`src/rtl/pc_update_ctrl.sv`:
```
// PC-update sequencer for the multicycle CPU: steers the PC source mux, PC/EPC/MDR
// load enables and runs the multi-cycle exception-vector fetch.
module pc_update_ctrl #(
    parameter int MEM_LAT = 1,
    parameter int VEC_OVF = 255,
    parameter int VEC_OPC = 254,
    parameter int VEC_DIV = 253
) (
    input  logic        clk,
    input  logic        reset,
    input  logic        req,
    input  logic [2:0]  op,
    input  logic        zero,
    input  logic        exc_req,
    input  logic [1:0]  exc_cause,
    output logic [2:0]  pc_src,
    output logic        pc_write,
    output logic        epc_write,
    output logic        mem_rd,
    output logic [31:0] vec_addr,
    output logic        mdr_write,
    output logic [1:0]  cause,
    output logic        busy,
    output logic        done
);

    localparam int CNT_W = (MEM_LAT > 1) ? $clog2(MEM_LAT) : 1;

    typedef enum logic [2:0] {
        S_IDLE,
        S_UPD,
        S_EXC_EPC,
        S_EXC_RD,
        S_EXC_MDR,
        S_EXC_LOAD
    } state_t;

    localparam logic [2:0] OP_SEQ  = 3'b000;
    localparam logic [2:0] OP_BEQ  = 3'b001;
    localparam logic [2:0] OP_BNE  = 3'b010;
    localparam logic [2:0] OP_J    = 3'b011;
    localparam logic [2:0] OP_JR   = 3'b100;
    localparam logic [2:0] OP_ERET = 3'b101;

    localparam logic [2:0] SRC_ALU    = 3'b000;
    localparam logic [2:0] SRC_EPC    = 3'b001;
    localparam logic [2:0] SRC_ALUOUT = 3'b010;
    localparam logic [2:0] SRC_JUMP   = 3'b011;
    localparam logic [2:0] SRC_MDR    = 3'b100;

    localparam logic [1:0] CAUSE_OVF = 2'b00;
    localparam logic [1:0] CAUSE_OPC = 2'b01;
    localparam logic [1:0] CAUSE_DIV = 2'b10;

    state_t           r_state;
    state_t           w_state_next;
    logic [2:0]       r_op;
    logic [2:0]       w_op_next;
    logic             r_zero;
    logic             w_zero_next;
    logic [1:0]       r_cause;
    logic [1:0]       w_cause_next;
    logic             r_pending;
    logic             w_pending_next;
    logic [1:0]       r_pend_cause;
    logic [1:0]       w_pend_cause_next;
    logic [CNT_W-1:0] r_cnt;
    logic [CNT_W-1:0] w_cnt_next;
    logic [1:0]       w_exc_cause;

    // Reserved cause code folds onto overflow.
    assign w_exc_cause = (exc_cause == 2'b11) ? CAUSE_OVF : exc_cause;

    always_ff @(posedge clk or posedge reset) begin
        if (reset) begin
            r_state      <= S_IDLE;
            r_op         <= OP_SEQ;
            r_zero       <= 1'b0;
            r_cause      <= CAUSE_OVF;
            r_pending    <= 1'b0;
            r_pend_cause <= CAUSE_OVF;
            r_cnt        <= '0;
        end else begin
            r_state      <= w_state_next;
            r_op         <= w_op_next;
            r_zero       <= w_zero_next;
            r_cause      <= w_cause_next;
            r_pending    <= w_pending_next;
            r_pend_cause <= w_pend_cause_next;
            r_cnt        <= w_cnt_next;
        end
    end

    always_comb begin
        w_state_next      = r_state;
        w_op_next         = r_op;
        w_zero_next       = r_zero;
        w_cause_next      = r_cause;
        w_pending_next    = r_pending;
        w_pend_cause_next = r_pend_cause;
        w_cnt_next        = r_cnt;

        case (r_state)
            S_IDLE: begin
                // A fresh exception carries the newest cause, so it beats a pending one.
                if (exc_req || r_pending) begin
                    w_state_next   = S_EXC_EPC;
                    w_cause_next   = exc_req ? w_exc_cause : r_pend_cause;
                    w_pending_next = 1'b0;
                end else if (req) begin
                    if (op[2:1] == 2'b11) begin
                        w_state_next = S_EXC_EPC;
                        w_cause_next = CAUSE_OPC;
                    end else begin
                        w_state_next = S_UPD;
                        w_op_next    = op;
                        w_zero_next  = zero;
                    end
                end
            end
            S_UPD:      w_state_next = S_IDLE;
            S_EXC_EPC: begin
                w_state_next = S_EXC_RD;
                w_cnt_next   = CNT_W'(MEM_LAT - 1);
            end
            S_EXC_RD: begin
                if (r_cnt == '0) begin
                    w_state_next = S_EXC_MDR;
                end else begin
                    w_cnt_next = r_cnt - CNT_W'(1);
                end
            end
            S_EXC_MDR:  w_state_next = S_EXC_LOAD;
            S_EXC_LOAD: w_state_next = S_IDLE;
            default:    w_state_next = S_IDLE;
        endcase

        if ((r_state != S_IDLE) && exc_req) begin
            w_pending_next    = 1'b1;
            w_pend_cause_next = w_exc_cause;
        end
    end

    always_comb begin
        pc_src    = SRC_ALU;
        pc_write  = 1'b0;
        epc_write = 1'b0;
        mem_rd    = 1'b0;
        vec_addr  = 32'd0;
        mdr_write = 1'b0;
        done      = 1'b0;
        busy      = (r_state != S_IDLE);
        cause     = r_cause;

        case (r_state)
            S_UPD: begin
                done = 1'b1;
                case (r_op)
                    OP_SEQ: begin
                        pc_src   = SRC_ALU;
                        pc_write = 1'b1;
                    end
                    OP_BEQ: begin
                        pc_src   = SRC_ALUOUT;
                        pc_write = r_zero;
                    end
                    OP_BNE: begin
                        pc_src   = SRC_ALUOUT;
                        pc_write = ~r_zero;
                    end
                    OP_J: begin
                        pc_src   = SRC_JUMP;
                        pc_write = 1'b1;
                    end
                    OP_JR: begin
                        pc_src   = SRC_ALUOUT;
                        pc_write = 1'b1;
                    end
                    OP_ERET: begin
                        pc_src   = SRC_EPC;
                        pc_write = 1'b1;
                    end
                    default: pc_write = 1'b0;
                endcase
            end
            S_EXC_EPC: epc_write = 1'b1;
            S_EXC_RD: begin
                mem_rd = 1'b1;
                case (r_cause)
                    CAUSE_OPC: vec_addr = 32'(VEC_OPC);
                    CAUSE_DIV: vec_addr = 32'(VEC_DIV);
                    default:   vec_addr = 32'(VEC_OVF);
                endcase
            end
            S_EXC_MDR: mdr_write = 1'b1;
            S_EXC_LOAD: begin
                pc_src   = SRC_MDR;
                pc_write = 1'b1;
                done     = 1'b1;
            end
            default: busy = 1'b0;
        endcase
    end

endmodule

```
`config.mk`:
```
export PLATFORM = sky130hd
export DESIGN_NAME = pc_update_ctrl
export DESIGN_NICKNAME = d
export VERILOG_FILES = /design/src/rtl/pc_update_ctrl.sv
export SDC_FILE = /design/constraint.sdc
export NUM_CORES = 1
export LEC_CHECK = 0
export ABC_AREA = 0
export BUFFER_PORTS_ARGS = -buffer_cell sky130_fd_sc_hd__buf_4
export CAP_MARGIN = 10
export CORE_MARGIN = 5
export CORE_UTILIZATION = 39
export CTS_BUF_LIST = sky130_fd_sc_hd__clkbuf_16
export DETAILED_ROUTE_END_ITERATION = 8
export PLACE_DENSITY = 0.79
export SYNTH_ARGS = -nofsm -noshare
export SYNTH_HDL_FRONTEND = slang
export SYNTH_SLANG_ARGS = --single-unit
```
`constraint.sdc`:
```
create_clock -name clk -period 1.27 [get_ports clk]
set_input_delay 0 -clock clk [delete_from_list [all_inputs] [get_ports clk]]
set_output_delay 0 -clock clk [all_outputs]
set_load 0.02 [all_outputs]
```
* Yosys cells after proc, flatten, opt, wreduce, memory -nomap -nowiden *
Cells that the tools add are included.

word-level totals
  word-level logic and storage cells = 71
  register bits = 13
  output and inout bits = 43

operators by class
  multiplexer cells = 26
  add/sub/neg operators = 1
  equality and inequality tests = 16
  reductions and logical operators = 18
  bitwise operators = 3

operator list
  cell                                                              number
  3-bit by 2-bit == test with 1-bit output (second input constant)  4
  3-bit == test (second input constant)                             4
  2-bit 2-to-1 mux                                                  6
  3-bit one-hot mux with 4 select lines                             1
  2-bit nonzero test                                                5
  1-bit 2-to-1 mux                                                  9
  3-bit 2-to-1 mux                                                  3
  8-bit 2-to-1 mux                                                  1
  2-bit == test (second input constant)                             3
  3-bit by 1-bit == test with 1-bit output (second input constant)  2
  3-bit zero test                                                   2
  2-bit one-hot mux with 3 select lines                             1
  3-bit one-hot mux with 2 select lines                             1
  5-bit OR reduction                                                1
  1-bit one-hot mux with 2 select lines                             2
  2-bit one-hot mux with 2 select lines                             1
  2-bit AND reduction                                               2
  4-bit AND reduction                                               1
  4-bit OR reduction                                                1
  3-bit != test (second input constant)                             1
  1-bit inverter                                                    3
  1-bit one-hot mux with 3 select lines                             1
  3-bit AND reduction                                               1
  3-bit nonzero test                                                1
  other kinds (7)                                                   7

* Depth between registers and ports, before layout *
  depth in word-level cells = 5
  gate-level depth with buffers = 5
  depth with buffers taken out = 4

* Least setup slack after synthesis *
No wires, ideal clock.

  kind = reg-to-reg
  from = register r_state[2]
  to = register r_state[2]
  setup slack = -0.173 ns
  arrival = 1.377 ns
  cell stages (with the launch flop) = 4
  clock period less this slack = 1.443 ns
  required time = 1.204 ns
  path buffers = 1
  cell sequence = dfrtp_1 > buf_2 > nor3b_1 > or2_2

on the way
  longest elaborated chain between the ends = 3

RTL lines
  item                                                                         RTL line  text
  from (decl)                                                                  55        state_t r_state;
  from (signal assigned)                                                       84        r_state <= w_state_next;
  3-bit by 2-bit == test with 1-bit output or 3-bit zero test (tied branches)  103       case (r_state)
  2-bit != test (no line) or 3-bit != test (tied branches)                     n/a
  2-bit AND reduction (no line)                                                n/a

Several ways; a longest one is shown, not always the timed one.
A chain may end at the register's enable or synchronous reset.

* Worst setup path in the final report *
  from = register r_zero
  to = output port pc_write

on the way
  longest elaborated chain between the ends = 3

RTL lines
  item                                       RTL line  text
  from (decl)                                59        logic r_zero;
  from (signal assigned)                     86        r_zero <= w_zero_next;
  1-bit inverter                             169       pc_write = ~r_zero;
  1-bit one-hot mux with 3 select lines (*)  158       case (r_op)
  1-bit one-hot mux with 2 select lines (*)  155       case (r_state)
  to (decl)                                  17        output logic pc_write,

Every way passes the cells marked *; elsewhere a longest branch is shown, timed or not.

==> metrics.cfg <==
[worst_setup_path]
max_stage_delay_ns=0.52
crit_required_ns=1.27
crit_type=reg2out
slowest_stage=or4b_1
arrival_ns=1.50
worst_setup_path_end_kind=output port
cp_max_fo=2
timing.critical_path.cells=or4b_1 -> a21oi_1 -> nor2_1 -> buf_4
startpoint_type=flop

[final_layout]
num_antenna_cells=0
drive_above_1_share_pct=57.14
final_nets=158
seqCellArea_um2=304.0
multi_input_area_um2=536.8
fill_cells=158
area_growth_pct=58.10

[global_routing]
antenna_found_initial=0
grt_first_pass_wirelength_um=3367
grt_max_degree=13
grt_overflow=0
track_usage_pct=12.83
first_global_vias=774

[placement]
io_buffers=28
gp_congestion=0.7499
dp_hpwl_um=1468

[floorplan]
initial_core_util_pct=41.45
coreArea_um2=2255
die_x_um=58.96
die_h_um=58.96
num_rows=17
dieArea_um2=3476
ios=53

[timing]
finClkSkew_ns=0.0009605
setup_viol=14
hold_violations=0
fin_crit_sh_pct=118.2
final.setup.worst_slack_ns=-0.2310
clock.fmax_ghz=0.6662
fin_crit_ns=1.501
maxSlewViolCount=0
rsz0062_at_grt=true
setup_tns_ns=-1.154

[clock_tree]
insertion_delay_ns=0.24
cts.root.buffer_cell=clkbuf_16
cts_tree=built
numCtsBuffers=3
htree_levels=1
numClockSinks=12
clock_path_buffers=2
clkSlewWorstSetupHoldPaths_ns=0.04

[power_and_ir_drop]
p_clk_share_pct=14.7
swShare_pct=39.80
cellLeakagePower_nw=0.7449
total_power_mw=3.910
p_per_area_nw_per_um2=2646
power_frac_comb_pct=66.5
internal_power_mw=2.354
pwr-share-seq_pct=18.8
irDropWorstVdd_mv=1.573
switchingPower_mw=1.556

[synth]
seq_area_frac_synth_pct=32.13
synth_seq_cells=12
syn_area_um2=934.6
avgSynthCellArea_um2=9.346
ys_types=32
yosysWarningCount=0
postSynthCellCount=100

[routing]
wl_um=2263
dr.pass1.iters=4
wl_per_cell_um=12.93
drtIter0Drc=17
drc=0
vias_per_cell=4.497
num_vias=787
ant_nets=0

[run]
drv_cap=0

[status]
status=finished with violations
violations=setup timing

[hold_path]
hold_class=in2reg

[stage by stage]
stage,hold slack [ns],util (%),cell area (µm²),setup slack (ns),cells
finish,0.02375,65.54,1478,-0.2310,175
CTS,0.01471,60.21,1358,-0.1957,170
floorplan,-0.1353,-,1047,-0.09794,123
detailed placement,0.03712,49.33,1112,-0.1201,156
global placement,0.03026,49.33,1112,-0.08031,156
global route,0.02653,65.54,1478,-0.2677,175
[worst max-delay path, delay by kind of cell, from the launching register on]
kind | cells | cell delay, ns
DFF | 1 | 0.36
and+or+nand+nor | 2 | 0.59
buffers and inverters | 1 | 0.16
AOI/OAI and AO/OA | 1 | 0.15
[path summary, 6_finish.rpt]
check | from | endpoint | slack, ns | depth (start not counted)
max in group asynchronous | reset | r_state[1]$_DFFE_PP0P_ | 0.60 | 3
setup reg to reg | r_state[1]$_DFFE_PP0P_ | r_op[1]$_DFFE_PP0P_ | -0.12 | 4
hold reg to reg | r_pend_cause[0]$_DFFE_PP0P_ | r_pend_cause[0]$_DFFE_PP0P_ | 0.51 | 1
min in group asynchronous | reset | r_zero$_DFFE_PP0P_ | 0.33 | 3
hold / removal | op[2] | r_op[2]$_DFFE_PP0P_ | 0.02 | 2
setup / recovery | r_zero$_DFFE_PP0P_ | pc_write | -0.23 | 4
[final cells by class]
class | count | share of cell area (%)
clock buffer | 3 | 5.080
clock inverter | 1 | 0.2540
inverter | 6 | 1.863
multi-input combinational | 72 | 36.33
sequential | 12 | 20.58
tap | 28 | 2.371
timing repair buffer | 53 | 33.53
[state kept, by name, summed over array words and instances (netlist names)]
register and flops:
cause 2, r_op 3, r_pend_cause 2, r_pending 1
r_state 3, r_zero 1
[cells in the mapped netlist]
cell	instances	share of area, %
buf_4	30	24
dfrtp_1	12	32
a21oi_1	6	3.2
inv_1	6	2.4
mux2_1	6	7.2
nor2_1	5	2.0
nand2_1	4	1.6
nor2b_1	3	2.0
nor3_1	3	1.6
a311oi_1	2	1.9
xor2_1	2	1.9
a211oi_1	1	0.80
a21oi_2	1	0.94
a21oi_4	1	1.7
and2_1	1	0.67
buf_2	1	0.53
buf_6	1	1.2
clkbuf_4	1	0.80
conb_1	1	0.40
mux2i_1	1	1.1
nand2_2	1	0.67
nand3_1	1	0.53
nand3b_1	1	0.80
nand4_4	1	2.3
nor2_2	1	0.67
nor3_4	1	1.7
nor3b_1	1	0.80
o21a_1	1	0.80
o21ai_0	1	0.53
or2_2	1	0.67
or3_4	1	1.2
or4b_1	1	1.1
[power groups by stage]
stage / combinational [mW] / sequential [mW] / clock [mW]
after floorplan: 1.29 / 0.729 / 0
after global placement: 1.77 / 0.713 / 0
after detailed placement: 1.79 / 0.726 / 0
after CTS: 2.23 / 0.720 / 0.590
after global routing: 2.77 / 0.761 / 0.597
final: 2.60 / 0.735 / 0.576
[routing by layer]
metal	part of all wire, %	up-vias	routed length [µm]	global-route usage, %
li1	-	369	-	-
met1	33	377	754	12.92
met2	57	37	1294	24.76
met3	7.8	4	176	2.632
met4	1.7	0	38	5.825
met5	0	-	0	0
[logic make-up after synthesis]
kind of cell / share of synthesized area [%]
compound gates: 9.907
buf+inv: 29.05
xor+xnor: 1.875
mux: 8.299
simple gates: 18.34
flops: 32.13
other cells: 0.4012
[layout by cell type, fill, tap and decap left out, drive strengths merged]
| cell | n |
|---|---|
| inv | 6 |
| nor2 | 6 |
| nor2b | 3 |
| nand3 | 1 |
| nand4 | 1 |
| clkbuf | 3 |
| clkinv | 1 |
| mux2i | 1 |
| xor2 | 2 |
| a311oi | 2 |
| o21ai | 1 |
| nand2 | 5 |
| nand3b | 1 |
| or3 | 1 |
| conb | 24 |
| mux2 | 6 |
| nor3 | 4 |
| buf | 50 |
| dlygate4sd3 | 3 |
| or4b | 1 |
| and2 | 1 |
| nor3b | 1 |
| a21oi | 8 |
| or2 | 1 |
| o21a | 1 |
| a211oi | 1 |
| dfrtp | 12 |
[what timing repair did]
action | 4_1_cts | 5_1_grt
endpoints found under the hold margin | 14 | 0
resized for setup | 27 | 21
buffers inserted | 8 | 6
pin swaps | 8 | 8
setup endpoints to repair | 14 | 25
hold buffers | 3 | 0
Note: power is estimated with default switching activity, not from simulation.
